$ cat config.mk
export PLATFORM = sky130hd
export DESIGN_NAME = packet_assembler
export DESIGN_NICKNAME = d
export VERILOG_FILES = /design/src/rtl/packet_assembler_pkg.sv /design/src/rtl/packet_assembler_xor_accum.sv /design/src/rtl/packet_assembler.sv
export SDC_FILE = /design/constraint.sdc
export NUM_CORES = 1
export LEC_CHECK = 0
export CAP_MARGIN = 10
export CELL_PAD_IN_SITES_DETAIL_PLACEMENT = 1
export CELL_PAD_IN_SITES_GLOBAL_PLACEMENT = 1
export CORE_MARGIN = 5
export CORE_UTILIZATION = 46
export CTS_BUF_LIST = sky130_fd_sc_hd__clkbuf_2 sky130_fd_sc_hd__clkbuf_4 sky130_fd_sc_hd__clkbuf_8
export CTS_CLUSTER_SIZE = 20
export DETAILED_ROUTE_END_ITERATION = 10
export PLACE_DENSITY = 0.95
export SYNTH_ARGS = -nofsm -noshare
export SYNTH_HDL_FRONTEND = slang
export SYNTH_SLANG_ARGS = --single-unit
export TNS_END_PERCENT = 1
$ cat constraint.sdc
create_clock -name clk -period 3 [get_ports clk]
set_input_delay 0.3 -clock clk [delete_from_list [all_inputs] [get_ports clk]]
set_output_delay 0.3 -clock clk [all_outputs]
set_load 0.03 [all_outputs]
$ cat src/rtl/packet_assembler_pkg.sv
// Shared definitions for the byte-serial operand packet format:
// width, sync word, field slices and receiver states.
package packet_assembler_pkg;

  localparam int PKT_W         = 152;
  localparam logic [15:0] HEADER = 16'hA55A;
  localparam int PAYLOAD_BYTES = 16;

  localparam int HDR_MSB = 151;
  localparam int HDR_LSB = 136;
  localparam int A_MSB   = 135;
  localparam int A_LSB   = 72;
  localparam int B_MSB   = 71;
  localparam int B_LSB   = 8;
  localparam int CK_MSB  = 7;
  localparam int CK_LSB  = 0;

  typedef enum logic [2:0] {
    HUNT0   = 3'd0,
    HUNT1   = 3'd1,
    PAYLOAD = 3'd2,
    CHECK   = 3'd3,
    HOLD    = 3'd4
  } state_e;

endpackage

$ cat src/rtl/packet_assembler_xor_accum.sv
// 8-bit running XOR with clear/load/enable; shared with the transmit-side packetizer.
// Priority is clear, then load, then accumulate.
module pkt_xor_accum (
  input  logic       clk,
  input  logic       rst,
  input  logic       clr,
  input  logic       load,
  input  logic [7:0] load_val,
  input  logic       en,
  input  logic [7:0] din,
  output logic [7:0] acc
);

  logic [7:0] acc_d, acc_q;

  // NOTE: every always_comb output gets a default first, so no path can infer a latch.
  always_comb begin
    acc_d = acc_q;
    if (clr)       acc_d = 8'h00;
    else if (load) acc_d = load_val;
    else if (en)   acc_d = acc_q ^ din;
  end

  // NOTE: state is updated with non-blocking assignments only; blocking here would race other flops.
  always_ff @(posedge clk) begin
    if (rst) acc_q <= 8'h00;
    else     acc_q <= acc_d;
  end

  assign acc = acc_q;

endmodule

$ cat src/rtl/packet_assembler.sv
// Byte-serial receiver: hunts for the sync word, collects operands A and B
// MSB-first, verifies the XOR checksum and holds the packet on a valid/ready port.
module packet_assembler
  import packet_assembler_pkg::*;
(
  input  logic             clk,
  input  logic             rst,
  input  logic [7:0]       in_data,
  input  logic             in_valid,
  output logic             in_ready,
  output logic [PKT_W-1:0] packet,
  output logic             pkt_valid,
  input  logic             pkt_ready,
  output logic             err_checksum
);

  localparam int OPS_W = A_MSB - B_LSB + 1;

  state_e           state_d, state_q;
  logic [3:0]       cnt_d, cnt_q;
  logic [OPS_W-1:0] ops_d, ops_q;
  logic [PKT_W-1:0] packet_d, packet_q;
  logic             err_d, err_q;

  logic       accept;
  logic       acc_clr, acc_load, acc_en;
  logic [7:0] acc;

  assign accept = in_valid && in_ready;

  pkt_xor_accum u_accum (
    .clk      (clk),
    .rst      (rst),
    .clr      (acc_clr),
    .load     (acc_load),
    .load_val (HEADER[15:8]),
    .en       (acc_en),
    .din      (in_data),
    .acc      (acc)
  );

  always_comb begin
    state_d  = state_q;
    cnt_d    = cnt_q;
    ops_d    = ops_q;
    packet_d = packet_q;
    err_d    = 1'b0;
    acc_clr  = 1'b0;
    acc_load = 1'b0;
    acc_en   = 1'b0;

    unique case (state_q)
      HUNT0: if (accept && in_data == HEADER[15:8]) begin
        acc_load = 1'b1;
        state_d  = HUNT1;
      end
      HUNT1: if (accept) begin
        if (in_data == HEADER[7:0]) begin
          acc_en  = 1'b1;
          cnt_d   = 4'd0;
          state_d = PAYLOAD;
        end else if (in_data == HEADER[15:8]) begin
          // Overlapping resync: a repeated high sync byte restarts the match.
          acc_load = 1'b1;
        end else begin
          acc_clr = 1'b1;
          state_d = HUNT0;
        end
      end
      PAYLOAD: if (accept) begin
        ops_d  = {ops_q[OPS_W-9:0], in_data};
        acc_en = 1'b1;
        if (cnt_q == 4'(PAYLOAD_BYTES - 1)) state_d = CHECK;
        else                                cnt_d   = cnt_q + 4'd1;
      end
      CHECK: if (accept) begin
        acc_clr = 1'b1;
        if (in_data == acc) begin
          packet_d[HDR_MSB:HDR_LSB] = HEADER;
          packet_d[A_MSB:B_LSB]     = ops_q;
          packet_d[CK_MSB:CK_LSB]   = in_data;
          state_d                   = HOLD;
        end else begin
          err_d   = 1'b1;
          state_d = HUNT0;
        end
      end
      HOLD: if (pkt_ready) state_d = HUNT0;
      default: state_d = HUNT0;
    endcase
  end

  always_ff @(posedge clk) begin
    if (rst) begin
      state_q  <= HUNT0;
      cnt_q    <= 4'd0;
      ops_q    <= '0;
      packet_q <= '0;
      err_q    <= 1'b0;
    end else begin
      state_q  <= state_d;
      cnt_q    <= cnt_d;
      ops_q    <= ops_d;
      packet_q <= packet_d;
      err_q    <= err_d;
    end
  end

  assign in_ready     = (state_q != HOLD);
  assign pkt_valid    = (state_q == HOLD);
  assign packet       = packet_q;
  assign err_checksum = err_q;

endmodule
==> results of run 1 <==
-- worst max-delay path, stage by stage, from the launching register on --
cell             delay (ns)
dfxtp_1                0.73
nor2_1                 0.14
nand2_1                0.17
clkdlybuf4s50_1        0.71
-- cell families (layout without fill, tap and decap cells) --
kind of cell             Yosys count  count (layout)
adder cells (fa/ha/maj)            1               1
other                              1               8
flip-flops                       281             281
AND/OR/NAND/NOR                  593             593
XOR/XNOR                          10              10
multiplexers                     137             137
buffers and inverters            114             261
AO/OA/AOI/OAI                    160             160
-- routing by layer --
layer | wire length [um] | part of all wire [%]
met5 | 0 | 0
met4 | 594 | 2.0
met3 | 1130 | 3.7
met2 | 15600 | 51
met1 | 13100 | 43
-- registers in the layout (all words and copies together) (netlist names) --
| signal | flops |
|---|---|
| err_checksum | 1 |
| u_accum.acc | 8 |
| ops_q | 128 |
| state_q | 3 |
| cnt_q | 4 |
| packet | 137 |
-- where the power goes --
group / internal (mW) / switching [mW] / leakage [nW] / total (mW)
clock network: 2.00 / 1.48 / 0.533 / 3.48
logic: 0.0844 / 0.109 / 1.64 / 0.194
registers: 3.73 / 0.000265 / 2.26 / 3.73
-- cell type report --
class                           instances  share of cell area [%]
Multi-Input combinational cell        909                    38.1
Clock inverter                          6                   0.210
Sequential cell                       281                    39.4
Inverter                                3                  0.0788
Tap cell                              330                    2.89
Clock buffer                           77                    6.67
Timing Repair Buffer                  175                    12.7
-- through the flow --
stage          cell area [um2]  worst slack [ns]  utilization, %  hold slack, ns
6_report                 14300             0.408            57.1           0.283
5_1_grt                  14300             0.305            57.1           0.347
4_1_cts                  14300             0.381            57.1           0.311
3_5_place_dp             13300             0.299            53.1           0.463
3_3_place_gp             13300             0.446            53.1           0.444
2_1_floorplan            11600              1.37               -           0.436
-- cells in the final DEF, fill, tap and decap left out, types with 6 or more instances in the layout --
cell type        instances
clkbuf_8                60
clkdlybuf4s50_1        157
clkbuf_4                17
buf_4                    9
xnor2_1                  6
mux2i_1                137
a31oi_1                  7
nand2b_1               281
nand2_1                270
conb_1                   8
nand3_1                  7
dfxtp_1                281
a21oi_1                135
buf_12                   8
clkinv_2                 6
-- worst max path at each step --
stage | cells past startpoint | start | endpoint
2_1_floorplan | 5 | state_q[1]$_SDFFE_PP0P_ | u_accum.acc[1]$_SDFFE_PP0P_
3_3_place_gp | 7 | in_valid | packet[81]$_SDFFE_PP0P_
3_5_place_dp | 7 | in_valid | packet[101]$_SDFFE_PP0P_
4_1_cts | 3 | state_q[1]$_SDFFE_PP0P_ | in_ready
5_1_grt | 3 | state_q[1]$_SDFFE_PP0P_ | in_ready
6_report | 3 | state_q[1]$_SDFFE_PP0P_ | in_ready
==> reports/results.ini, run 1 <==
[yosys]
synth-adder-area-share_pct = 0.108
yosysWarnings = 0
syn_inst = 1297
async_flop_share_pct = 0
synth_compound_area_share_pct = 7.34
synth_top_family_by_area = simple AND/OR/NAND/NOR gates
synth-simple-area-share_pct = 26.4
ys_seq_elements = 281
synth_top_area_share_pct = 48.4
synth_xor_area_share_pct = 0.754
synth_area_um2 = 11600
yosys_most_used_dff = dfxtp_1
ys_top_cells_by_area = dfxtp_1 48%, nand2b_1 15%, mux2i_1 12%
synth_edf_count = 0
seq_area_frac_synth_pct = 48.4
synth_cell_types = 45
synthMuxAreaShare_pct = 11.8
avgSynthCellArea_um2 = 8.96
ys_top_cells_by_count = 281 x dfxtp_1, 281 x nand2b_1, 270 x nand2_1
yosys.area.top_type = dfxtp_1

[route]
drtAntennaViolNets = 0
via_per_inst = 5.10
wl_per_cell_um = 17.0
first_iter_violations = 512
drc = 0
dr_total_vias = 9086
wl_mm = 30.4
drt_pass1_iterations = 4

[min_path]
hold_start = rst
hp-class = in -> reg
hold_depth = 2
min_to = ops_q[23]$_SDFFE_PP0P_

[grt]
grtUsageMet1_pct = 25.5
busiest_layer = met2
use_met2_pct = 37.7
grt_antenna_before_repair = 0
grt_pass1_vias = 9658
grtUsageTotal_pct = 20.7
grt_pass1_wl_mm = 49.5
grt.overflow.total = 0
grt_max_degree = 175
use_met3_pct = 3.29

[timing]
finClkSkew_ns = 0.0201
final_hold_viol_count = 0
fin_crit_sh_pct = 86.4
finalSetupTns_ns = 0
timing.final.crit_period_ns = 2.59
slew_violations = 0
slew_headroom_pct = 39.8
fmax_mhz = 386
finalSetupViolCount = 0
tightest_slew_ns = 0.903
rsz0062_at_grt = false

[die]
pin_count = 167
initial_core_util_pct = 46.4
dieWidth_um = 169
die_y_um = 169
die_area_um2 = 28500
core_area_um2 = 25000
row_count = 58

[flow_run]
cap_viol_max_count = 0

[finish]
drive_above_1_share_pct = 7.31
regArea_um2 = 5630
multi_input_area_um2 = 5440
area_growth_pct = 22.9
nNetsFinal = 1429
fillers = 2873
fin_cells = 1781
antenna_cells = 0

[clock_tree]
cts.sinks = 281
cts_setup_buffers = 0
cts-root-buf = clkbuf_8
cts-resized-gates = 0
cts_tree = yes
cts_made_buffers = 46
cts.clk_slew.worst_paths_ns = 0.06
ctsHoldBuffers = 0
cts_buffer_depth = 3
clock_latency_ns = 0.55
htree_levels = 2

[place]
dpl.cell_count = 1698
portBuffers = 158
place_hpwl_mm = 19.7
gp_congestion = 0.814

[power_and_ir_drop]
power.total_mw = 7.40
leakagePower_nw = 4.43
ir_drop_mv = 0.336
power_density_nw_per_um2 = 518

[worst_setup_path]
cp.required_ns = 2.70
ff2ff_path_depth = 5
worstPathMaxFanout = 18
regToRegSetupSlack_ns = 0.63
critPathKind = reg -> out
crit_arrival_ns = 2.29
endpoint_kind = output pin
r2r_end = packet[102]$_SDFFE_PP0P_
r2r-start = state_q[1]$_SDFFE_PP0P_
cp-start-kind = flip-flop

[outcome]
status = finished clean

Note: power is estimated with default switching activity, not from simulation.
==> run 2: changes to the inputs <==
SLEW_MARGIN = 20   (was unset)
==> results of run 2 <==
Final layout, timing and power as in run 1 (identical DEF).
==> RTL change 1 (settings of run 2) <==
Encoding of `state_e`: now one-hot (5 bits for 5 states).
--- a/src/rtl/packet_assembler_pkg.sv
+++ b/src/rtl/packet_assembler_pkg.sv
@@ -16,10 +16,10 @@
   localparam int CK_LSB  = 0;
 
-  typedef enum logic [2:0] {
-    HUNT0   = 3'd0,
-    HUNT1   = 3'd1,
-    PAYLOAD = 3'd2,
-    CHECK   = 3'd3,
-    HOLD    = 3'd4
+  typedef enum logic [4:0] {
+    HUNT0   = 5'b00001,
+    HUNT1   = 5'b00010,
+    PAYLOAD = 5'b00100,
+    CHECK   = 5'b01000,
+    HOLD    = 5'b10000
   } state_e;
 
Function: same outputs for any inputs over 10 cycles, from zero or initial values and one cycle with rst high; not proved beyond that.
==> RTL change 1 against run 2 <==
Worst setup slack got worse by 160 ps. Via count decreased by 5.5%. Sequential cell count increased by 2. Synthesized area decreased by 8.5%. Total power increased by 4.5%. Wire length increased by 1.6%. Non-clock buffer count decreased by 1. Final area decreased by 6.9%. Clock power increased by 5%.
==> RTL change 1: results (changes against run 2) <==
- Area growth syn-to-layout: 25.1%
- Max incr delay on CP: 780 ps (+50 ps)
- Clk sink count: 283 (+0.71%)
- R2R Path Start: state_q[0]$_SDFFE_PP1P_
- Post-synth top cells: dfxtp_1, nand2_1, nor2_1, mux2i_1, a21oi_1
- Total CTS buffers: 47 (+2.2%)
- Number of global-route vias before repair: 9,392 (-2.8%)
- Final #Nets: 1,303 (-8.8%)
- First-pass GRT wire length: 49,900 um (+0.81%)
- HPWL after DPL: 19,500 um (-0.84%)
- Post-synthesis instance total: 1,152 (-11%)
- Status: completed
- Clock Skews: 34.5 ps (+14.4 ps)
- Postcts setup bufs: 0 (unchanged)
- Antenna cells: 0 (unchanged)
- Register area share after synthesis: 53.3% (+4.9 points)
- Root buffer cell: clkbuf_8
- Largest cells by area after synthesis: dfxtp_1, mux2i_1, nand2_1, a21oi_1, nor2_1
- Post-Route WL: 30,800 um (+1.6%)
- Reg-to-reg slack, setup: 610 ps (-20 ps)
- Routed vias/inst: 5.33 (+4.5%)
- Static leakage: 4.37 nW (-1.5%)
- Fill cell count: 2,586 (-10%)
- Measured slew at the worst slew-check pin: 696 ps (-206 ps)
- Largest net degree at the start of global routing: 103 (-41%)
- Cell variety after synth: 56 (+24%)
- DP Cell Count: 1,526 (-10%)
- Crit Reg-Reg Endpoint: packet[39]$_SDFFE_PP0P_
- Critical path fanouts, max: 8 (-10)
- Maximum VDD drop: 0.000347 V (+3.1%)
- Arrival time worst endpoint: 2450 ps (+160 ps)
- Slowest cell on crit path: clkdlybuf4s50_1
- Worst R2R Path Depth: 6 (+1)
- Initial drt markers: 478 (-6.6%)
- Final GP Congestion: 0.801 (-1.6%)
RTL change 1: worst max-delay path by stage:
| stage | startpoint | endpoint | slack (ps) | depth (start not counted) |
|---|---|---|---|---|
| floorplan | state_q[0]$_SDFFE_PP1P_ | ops_q[72]$_SDFFE_PP0P_ | 960 | 8 |
| global placement | in_data[6] | packet[7]$_SDFFE_PP0P_ | 440 | 7 |
| detailed placement | in_data[6] | packet[63]$_SDFFE_PP0P_ | 310 | 7 |
| CTS | state_q[0]$_SDFFE_PP1P_ | in_ready | 230 | 3 |
| global route | state_q[0]$_SDFFE_PP1P_ | pkt_valid | 100 | 4 |
| finish | state_q[0]$_SDFFE_PP1P_ | in_ready | 250 | 3 |
RTL change 1: per-stage QoR:
stage / hold WS (ps) / worst slack, ps / util (%) / instance area (um2)
final: 327 / 248 / 58.6 / 13300
after global routing: 328 / 103 / 58.6 / 13300
after detailed placement: 459 / 313 / 54.0 / 12300
after global placement: 444 / 439 / 54.0 / 12300
after floorplan: 436 / 959 / - / 10700
after CTS: 310 / 233 / 58.6 / 13300
RTL change 1: critical path, delay by kind of cell (launching register included):
| kind | cells | cell delay, ps |
|---|---|---|
| buffers and inverters | 1 | 780 |
| flip-flops | 1 | 600 |
| AND/OR/NAND/NOR | 2 | 540 |
RTL change 1: area by class of cell:
class / instances / area, um2 / area share, %
clock buffer: 76 / 958 / 7.20
clock inverter: 8 / 82.6 / 0.621
inverter: 5 / 18.8 / 0.141
multi-input combinational: 779 / 4430 / 33.3
sequential: 283 / 5670 / 42.6
tap: 285 / 357 / 2.68
timing repair buffer: 174 / 1790 / 13.5
RTL change 1: layer usage:
layer | global-route usage, % | vias up | routed length, um
met5 | 0 | - | 0
met4 | 7.61 | 0 | 758
met3 | 5.10 | 65 | 1550
met2 | 41.9 | 217 | 15800
met1 | 27.1 | 4217 | 12800
li1 | - | 4084 | -
RTL change 1: logic make-up (layout without fill, tap and decap cells):
family,after synthesis,count (layout),synth area share [%]
AOI/OAI and AO/OA,159,159,8.54
xor gates and xnor gates,15,15,1.24
adders and majority gates,1,1,0.118
buffers and inverters,97,263,5.46
DFF,283,283,53.3
muxes,143,143,13.5
other,1,8,0.0353
and+or+nand+nor,453,453,17.9
RTL change 1: power breakdown:
group          switching, W  internal [W]  total [W]
clock               0.00155       0.00212    0.00367
sequential        0.0000272       0.00377    0.00379
combinational      0.000189     0.0000837   0.000273
==> RTL change 2 (flow settings as in run 2) <==
Without the edit above. Reset style: asynchronous (`rst`), changed in 2 clocked blocks.
--- a/src/rtl/packet_assembler_xor_accum.sv
+++ b/src/rtl/packet_assembler_xor_accum.sv
@@ -23,5 +23,5 @@
 
   // NOTE: state is updated with non-blocking assignments only; blocking here would race other flops.
-  always_ff @(posedge clk) begin
+  always_ff @(posedge clk or posedge rst) begin
     if (rst) acc_q <= 8'h00;
     else     acc_q <= acc_d;
--- a/src/rtl/packet_assembler.sv
+++ b/src/rtl/packet_assembler.sv
@@ -91,5 +91,5 @@
   end
 
-  always_ff @(posedge clk) begin
+  always_ff @(posedge clk or posedge rst) begin
     if (rst) begin
       state_q  <= HUNT0;
Function: no difference found for any inputs over 10 cycles, from zero or initial values and one cycle with rst high; that may be too few to reach the edited logic, so the function may still have changed.
==> RTL change 2 against run 2 <==
Total power grew 1.5%. Sequential share of layout area grew 11 points. Final area is 2.3% lower. Wire length decreased by 4.5%. Final cell count decreased by 16%. Hold slack lost 74 ps. Clock skew decreased by 4.0 ps. Sequential cell count unchanged. Synthesized area is 4.3% lower. Worst setup slack better by 58 ps. Fmax rose by 2.3%. Largest power group unchanged. Highest routed layer unchanged.
==> RTL change 2: results (changes against run 2) <==
- HPWL after DPL: 19,800 um (+0.25%)
- Placed Area: 13,000 um2 (-2.5%)
- Clock latency on the worst-skew pair: 530 ps (-20 ps)
- Largest net degree at the start of global routing: 124 (-29%)
- Number of global-route vias before repair: 8,712 (-9.8%)
- Final GP Congestion: 0.843 (+3.6%)
- Post-CTS sizing: 0 (unchanged)
- Final #Nets: 1,157 (-19%)
- Max-slew headroom: 55.8% (+16 points)
- Post-CTS Hold Buffers: 0 (unchanged)
- Reg clk slew, reported paths: 60 ps (about the same)
- Port-buffer cells: 158 (unchanged)
- Share of cells above drive strength 1: 11.0% (+3.7 points)
- Met3 Usage GRT: 3.92% (+0.63 points)
- Fin. Hold Viols: 0 (unchanged)
- WL met3: 1200 um (+5.7%)
- Async set-reset flop share out of synthesis: 100% (+100 points)
- H-tree Lvls: 2 (unchanged)
- Cell variety after synth: 39 (-13%)
- GRT met2 Usage: 39.7% (+2.0 points)
- Postcts setup bufs: 0 (unchanged)
- Max Buffers Root-to-Sink: 3 (unchanged)
- Drt pass-1 iters: 4 (unchanged)
- Total CTS buffers: 47 (+2.2%)
- Status: completed
- Root buffer cell: clkbuf_8
- Static leakage: 7.29 nW (+64%)
- GRT met1 Usage: 26.8% (+1.3 points)
- First-pass GRT wire length: 47,600 um (-4.0%)
- Register area share after synthesis: 63.3% (+15 points)
- WL met2: 15,500 um (-0.32%)
- Maximum VDD drop: 0.000448 V (+33%)
- Max reg flops: 137 (unchanged)
- Final setup vio count: 0 (unchanged)
- Post-Route WL: 29,000 um (-4.5%)
- Arrival time worst endpoint: 2230 ps (-60 ps)
- P_int: 0.00588 W (+1.1%)
- Post-synth top cells: nand2_1, dfrtp_1, mux2_1, clkbuf_1, mux2_2
- Reg area: 7030 um2 (+25%)
- Critical path fanouts, max: 19 (+1)
- Top Metal Used: met4
- Initial drt markers: 408 (-20%)
- Largest cells by area after synthesis: dfrtp_1, nand2_1, mux2_1, mux2_2, buf_8
- Yosys warning count: 0 (unchanged)
- Fill cell count: 2,453 (-15%)
- Clock Skews: 16.1 ps (-3.98 ps)
- Initial antenna violation count: 0 (unchanged)
- Wire length on met1: 11,700 um (-11%)
- HP Class: in2async
- Via count: 7,701 (-15%)
- Antenna cells: 0 (unchanged)
- Gr usage total: 21.8% (+1.2 points)
[RTL change 2: worst max-delay path, stage by stage (launching register included)]
cell and delay (ps):
dfrtp_1 710, nor2_1 130, nand2_1 160, clkdlybuf4s50_1 700
[RTL change 2: stage by stage]
stage	setup slack (ps)	std cells
floorplan	-1020	977
global placement	425	1414
detailed placement	303	1414
CTS	439	1496
global route	337	1496
finish	466	1496
[RTL change 2: power groups by stage]
stage	logic, W	clock network [W]	registers (W)
CTS	0.000194	0.00360	0.00383
global placement	0.000184	0	0.00389
floorplan	0.000122	0	0.00389
finish	0.000188	0.00350	0.00383
global route	0.000215	0.00379	0.00383
detailed placement	0.000192	0	0.00389
[RTL change 2: worst paths after layout]
check / slack, ps / from / cells past startpoint / endpoint
worst min-delay path: 210 / rst / 2 / packet[125]$_DFFE_PP0P_
worst min register to register: 470 / ops_q[127]$_DFFE_PP0P_ / 2 / ops_q[127]$_DFFE_PP0P_
max in group asynchronous: 1890 / rst / 3 / ops_q[57]$_DFFE_PP0P_
worst max-delay path: 470 / state_q[1]$_DFFE_PP0P_ / 3 / in_ready
min in group clk: 420 / pkt_ready / 2 / state_q[2]$_DFFE_PP0P_
worst max register to register: 750 / state_q[1]$_DFFE_PP0P_ / 5 / ops_q[47]$_DFFE_PP0P_
[RTL change 2: kinds of logic after synthesis]
family	synth area share, %
xor gates and xnor gates	0.473
buffers and inverters	4.21
muxes	13.8
DFF	63.3
adders and majority gates	0.113
AOI/OAI and AO/OA	2.17
and+or+nand+nor	16.0
other	0.0337
[RTL change 2: area by class of cell]
cell class | instances | area share, %
sequential | 281 | 50.4
timing repair buffer | 180 | 13.3
inverter | 5 | 0.161
clock buffer | 76 | 6.86
multi-input combinational | 629 | 26.2
clock inverter | 6 | 0.260
tap | 319 | 2.86
